--- config.mk ---
export PLATFORM = sky130hd
export DESIGN_NAME = jk_excitation_driver
export DESIGN_NICKNAME = d
export VERILOG_FILES = /design/src/rtl/jk_excitation_driver.sv
export SDC_FILE = /design/constraint.sdc
export NUM_CORES = 1
export LEC_CHECK = 0
export ABC_AREA = 1
export CAP_MARGIN = 20
export CORE_ASPECT_RATIO = 2
export CORE_UTILIZATION = 40
export CTS_CLUSTER_SIZE = 10
export DETAILED_ROUTE_END_ITERATION = 8
export PLACE_DENSITY = 0.66
export SLEW_MARGIN = 20
export SYNTH_ARGS = -nofsm -noshare
export SYNTH_HDL_FRONTEND = slang
export SYNTH_SLANG_ARGS = --single-unit
--- constraint.sdc ---
create_clock -name clk -period 2.15 [get_ports clk]
set_input_delay 0.43 -clock clk [delete_from_list [all_inputs] [get_ports clk]]
set_output_delay 0.43 -clock clk [all_outputs]
set_load 0.005 [all_outputs]
--- src/rtl/jk_excitation_driver.sv ---
// Drive side of the JK flip-flop interface: buffers target bits, applies the J/K
// excitation for one clock, then confirms the flip-flop reached the target.
module jk_excitation_driver #(
  parameter int DEPTH = 4,
  parameter int CNT_W = 8
) (
  input  logic             clk,
  input  logic             rst_n,
  input  logic             tgt_valid,
  input  logic             tgt_bit,
  output logic             tgt_ready,
  input  logic             q_fb,
  output logic             j,
  output logic             k,
  output logic             busy,
  output logic             mismatch,
  output logic [CNT_W-1:0] err_cnt
);

  localparam int PTR_W = (DEPTH > 1) ? $clog2(DEPTH) : 1;
  localparam int OCC_W = $clog2(DEPTH + 1);
  localparam logic [OCC_W-1:0] FULL_CNT = OCC_W'(DEPTH);
  localparam logic [CNT_W-1:0] ERR_MAX  = '1;

  typedef enum logic [1:0] {
    S_IDLE  = 2'd0,
    S_DRIVE = 2'd1,
    S_CHECK = 2'd2
  } state_t;

  state_t           r_state;
  logic [DEPTH-1:0] r_mem;
  logic [PTR_W-1:0] r_wr_ptr;
  logic [PTR_W-1:0] r_rd_ptr;
  logic [OCC_W-1:0] r_count;
  logic             r_tgt_ready;
  logic             r_busy;
  logic             r_tgt;
  logic             r_j;
  logic             r_k;
  logic             r_mismatch;
  logic [CNT_W-1:0] r_err_cnt;

  logic             w_push;
  logic             w_pop;
  logic             w_empty;
  logic             w_head;
  logic [OCC_W-1:0] w_count_nxt;

  // tgt_ready reflects the registered occupancy, so a full FIFO refuses a push
  // even when the engine pops in the same cycle.
  assign w_empty = (r_count == '0);
  assign w_push  = tgt_valid && r_tgt_ready;
  assign w_pop   = (r_state == S_IDLE) && !w_empty;
  assign w_head  = r_mem[r_rd_ptr];

  always_comb begin
    // NOTE: default assignment first so every path drives the signal; a path
    // that leaves it unassigned would infer a latch.
    w_count_nxt = r_count;
    case ({w_push, w_pop})
      2'b10:   w_count_nxt = r_count + OCC_W'(1);
      2'b01:   w_count_nxt = r_count - OCC_W'(1);
      default: w_count_nxt = r_count;
    endcase
  end

  always_ff @(posedge clk or negedge rst_n) begin
    if (!rst_n) begin
      r_wr_ptr    <= '0;
      r_rd_ptr    <= '0;
      r_count     <= '0;
      r_tgt_ready <= 1'b1;
      r_busy      <= 1'b0;
    end else begin
      // NOTE: non-blocking assignments for all state so every register samples
      // pre-edge values regardless of statement order.
      if (w_push) r_wr_ptr <= r_wr_ptr + PTR_W'(1);
      if (w_pop)  r_rd_ptr <= r_rd_ptr + PTR_W'(1);
      r_count     <= w_count_nxt;
      r_tgt_ready <= (w_count_nxt != FULL_CNT);
      r_busy      <= (r_state != S_IDLE) || !w_empty;
    end
  end

  // NOTE: storage has no reset; emptiness is tracked by the pointers and count,
  // so stale entries are never read.
  always_ff @(posedge clk) begin
    if (w_push) r_mem[r_wr_ptr] <= tgt_bit;
  end

  // Excitation from the present Q; the don't-care term is always driven 0, so
  // J and K are never both high.
  always_ff @(posedge clk or negedge rst_n) begin
    if (!rst_n) begin
      r_state    <= S_IDLE;
      r_tgt      <= 1'b0;
      r_j        <= 1'b0;
      r_k        <= 1'b0;
      r_mismatch <= 1'b0;
      r_err_cnt  <= '0;
    end else begin
      r_mismatch <= 1'b0;
      case (r_state)
        S_IDLE: begin
          r_j <= 1'b0;
          r_k <= 1'b0;
          if (w_pop) begin
            r_tgt   <= w_head;
            r_j     <= !q_fb && w_head;
            r_k     <= q_fb && !w_head;
            r_state <= S_DRIVE;
          end
        end
        S_DRIVE: begin
          r_j     <= 1'b0;
          r_k     <= 1'b0;
          r_state <= S_CHECK;
        end
        S_CHECK: begin
          if (q_fb != r_tgt) begin
            r_mismatch <= 1'b1;
            if (r_err_cnt != ERR_MAX) r_err_cnt <= r_err_cnt + CNT_W'(1);
          end
          r_state <= S_IDLE;
        end
        default: begin
          r_j     <= 1'b0;
          r_k     <= 1'b0;
          r_state <= S_IDLE;
        end
      endcase
    end
  end

  assign tgt_ready = r_tgt_ready;
  assign busy      = r_busy;
  assign j         = r_j;
  assign k         = r_k;
  assign mismatch  = r_mismatch;
  assign err_cnt   = r_err_cnt;

endmodule

==> metrics.md <==
| Metric | Value |
|---|---|
| Status | finished with violations |
| Violated checks | DRC |
| Reg2Reg Setup Slack | 0.21 ns |
| Pre-CTS setup slack | 0.03759 ns |
| WL per Instance | roughly 11 um |
| CP Capture Type | flop |
| Peak VDD IR | 0.8505 mV |
| Final net count | 205 |
| Slew Limit Fails | 0 |
| Skew-Pair Late Insertion Delay | roughly 0.28 ns |
| Synthesized Nets | 180 |
| Worst slew margin relative to its limit | 0.7745 |
| Startpoint Class | flop |
| Worst setup startpoint | r_state[1]$_DFFE_PN0P_ |
| Worst clock skew | about 0.003 ns |
| Min Tclk post-route | 1.942 ns |
| Die Span Y | approximately 85 um |
| Hold_sp | r_state[1]$_DFFE_PN0P_ |
| Leakage | ~0.86 nW |
| Starting Density | 0.4266 |
| Cells after synthesis | between 150 and 200 |
| Adder-Cell Fraction of Synth Area | 0.06903 |
| Fin area | ~1700 um2 |
| Max Freq | roughly 510 MHz |
| CTS resizes | 0 |
| # rows | 29 |
| Largest family of logic cells by synthesized area | simple AND/OR/NAND/NOR gates |
| Most frequent cells in the layout | nand2_1 (65), inv_1 (25), dfrtp_1 (22) |
| Post-Layout Cell Count | 223 |
| Top-level port count | 18 |
| Post-synthesis xor/xnor area fraction | 0.03815 |
| Mux contribution to synthesized area | 0 |
| Global-route wire length before repair | 4395 um |
| # diodes | 0 |
| Worst-Margin Slew | around 0.34 ns |
| Worst hold margin | roughly 0.45 ns |
| WS Path Type | reg2reg |
| TritonRoute pass-1 iters | 7 |
| Clock buffer depth | 2 |
| Placer Congestion | 0.7934 |
| Fin. Hold Viols | 0 |
| Final WS setup | a little over 0.2 ns |
| Vias in the first global route | between 1k and 1.5k |
| Residual DRC count | 10 |
| HPWL after DPL | about 2000 um |
| Post-synthesis sequential area ratio | 0.5059 |
| Vias | approximately 1.1k |
| Port bufs | 17 |
| Synth Area in Compound Gates | 0.01817 |
| Most common cell after layout, fill and taps aside | nand2_1 |
| Post-Route Utilization | 0.5126 |
| Die width | about 43 um |
| Worst EP required | 2.36 ns |
| Initial antenna violation count | 0 |
| CTS tree | built |
| Clock root cell | clkbuf_8 |
| RR Startpoint | r_state[1]$_DFFE_PN0P_ |
| Power per cell area | around 1300 nW/um2 |
| Max_cap viols | 0 |
| Overall power | 2.074 mW |
| Remaining Overflow, GRT | 0 |
| CTS buffer count | 3 |
| HP Class | reg2reg |
| Yosys warning total | 0 |
| Total die area | about 3700 um2 |
| Via/cell ratio | slightly below 5 |
| Initial DRC count | 20 |
| CTS Sinks | 27 |
| Destination of the critical timing path | tgt_ready$_DFF_PN1_ |
| Setup TNS | 0 ns |
| Final setup fails | 0 |
| #FFs+latches synth | 27 |
| Post-route ant nets | 0 |
| Crit path max fanout | 4 |
| Clk slew on worst S/H paths | roughly 0.090 ns |
| Post-synthesis cell area | 1378 um2 |
| P&R area growth vs syn | 20.16% |
| Arrival time worst endpoint | approximately 2.2 ns |
| Syn Area/Cell | 8.200 um2 |
| Synth unique cells | 19 |
| Unrepaired setup endpoints after global routing | no |
| Largest net degree at the start of global routing | 24 |
| # Post-CTS Setup Buffers | 0 |
| Share of layout cells above drive strength 1 | 0.09896 |
| R2R Path End | tgt_ready$_DFF_PN1_ |
| CORE AREA | 3229 um2 |
| H-tree depth | 1 |
| Fin crit share | 0.9033 |
| Drt total wl | 2418 um |
| Simple-Gate Fraction of Synth Area | 0.2943 |
| Cell count of the worst reg-to-reg path | 11 |
| Placed Instances | ~220 |
| Placed cell areas | ~1600 um2 |
| CTS Hold Bufs | 0 |
| Total GRT Usage | 0.1561 |
-- synth_stat cells --
cell | n | area share
a21oi_1 | 1 | 0.0036
clkinv_2 | 1 | 0.0036
dfrtp_1 | 22 | 0.40
dfstp_2 | 1 | 0.019
edfxtp_1 | 4 | 0.087
fa_1 | 1 | 0.015
ha_1 | 6 | 0.054
inv_1 | 25 | 0.068
inv_2 | 1 | 0.0027
nand2_1 | 65 | 0.18
nand2_2 | 2 | 0.0091
nand2_4 | 1 | 0.0082
nand3_1 | 8 | 0.029
nand3_2 | 2 | 0.015
nor2_1 | 14 | 0.038
nor2_2 | 4 | 0.018
o21ai_0 | 4 | 0.015
xnor2_1 | 2 | 0.013
xor2_1 | 4 | 0.025
-- layout make-up --
cell class              count  area, um2
inverters                  27      102.6
clock buffers               3      41.29
repair buffers             20      192.7
flip-flops and latches     27      696.9
well taps                  31      38.79
fillers                   315       1574
clock inverters             1      5.005
multi-input cells         114      578.1
-- cell families after synthesis --
group | Yosys count
DFF | 27
xor gates and xnor gates | 6
adders and majority gates | 7
AOI/OAI and AO/OA | 5
and+or+nand+nor | 96
buffers and inverters | 27
-- worst max-delay path: stages (launching register included) --
cell and delay (ns):
dfrtp_1 0.40, nor2_1 0.14, nand2_1 0.09, inv_1 0.13, ha_1 0.19, inv_1 0.07, fa_1 0.39, inv_1 0.07
nand2_1 0.04, nand3_1 0.07, xor2_1 0.20, nand2_1 0.09
-- registers in the layout, indices dropped and copies added (netlist names), 2 cells and up --
signal and count:
err_cnt 8, r_count 3, r_mem 4, r_rd_ptr 2, r_state 2, r_wr_ptr 2
-- worst min-delay path by stage --
| stage | end | slack, ns | depth (start not counted) |
|---|---|---|---|
| 6_report | r_state[1]$_DFFE_PN0P_ | 0.45 | 1 |
| 5_1_grt | r_state[1]$_DFFE_PN0P_ | 0.49 | 1 |
| 4_1_cts | r_state[1]$_DFFE_PN0P_ | 0.46 | 1 |
| 3_5_place_dp | r_state[1]$_DFFE_PN0P_ | 0.45 | 1 |
| 3_3_place_gp | r_state[1]$_DFFE_PN0P_ | 0.44 | 1 |
| 2_1_floorplan | busy$_DFF_PN0_ | 0.13 | 0 |
-- report_power, final --
part	switching [mW]	internal (mW)	total, mW
combinational	0.526	0.406	0.933
clock	0.162	0.130	0.293
sequential	0.137	0.711	0.849
-- metal layers --
metal	up-vias	routed length, um	GRT usage
li1	550	-	-
met2	24	1366	0.2906
met5	-	0	0
met4	0	45	0.06818
met3	4	78	0.02553
met1	520	928	0.1627
No activity file was read; power rests on OpenSTA's default activity.
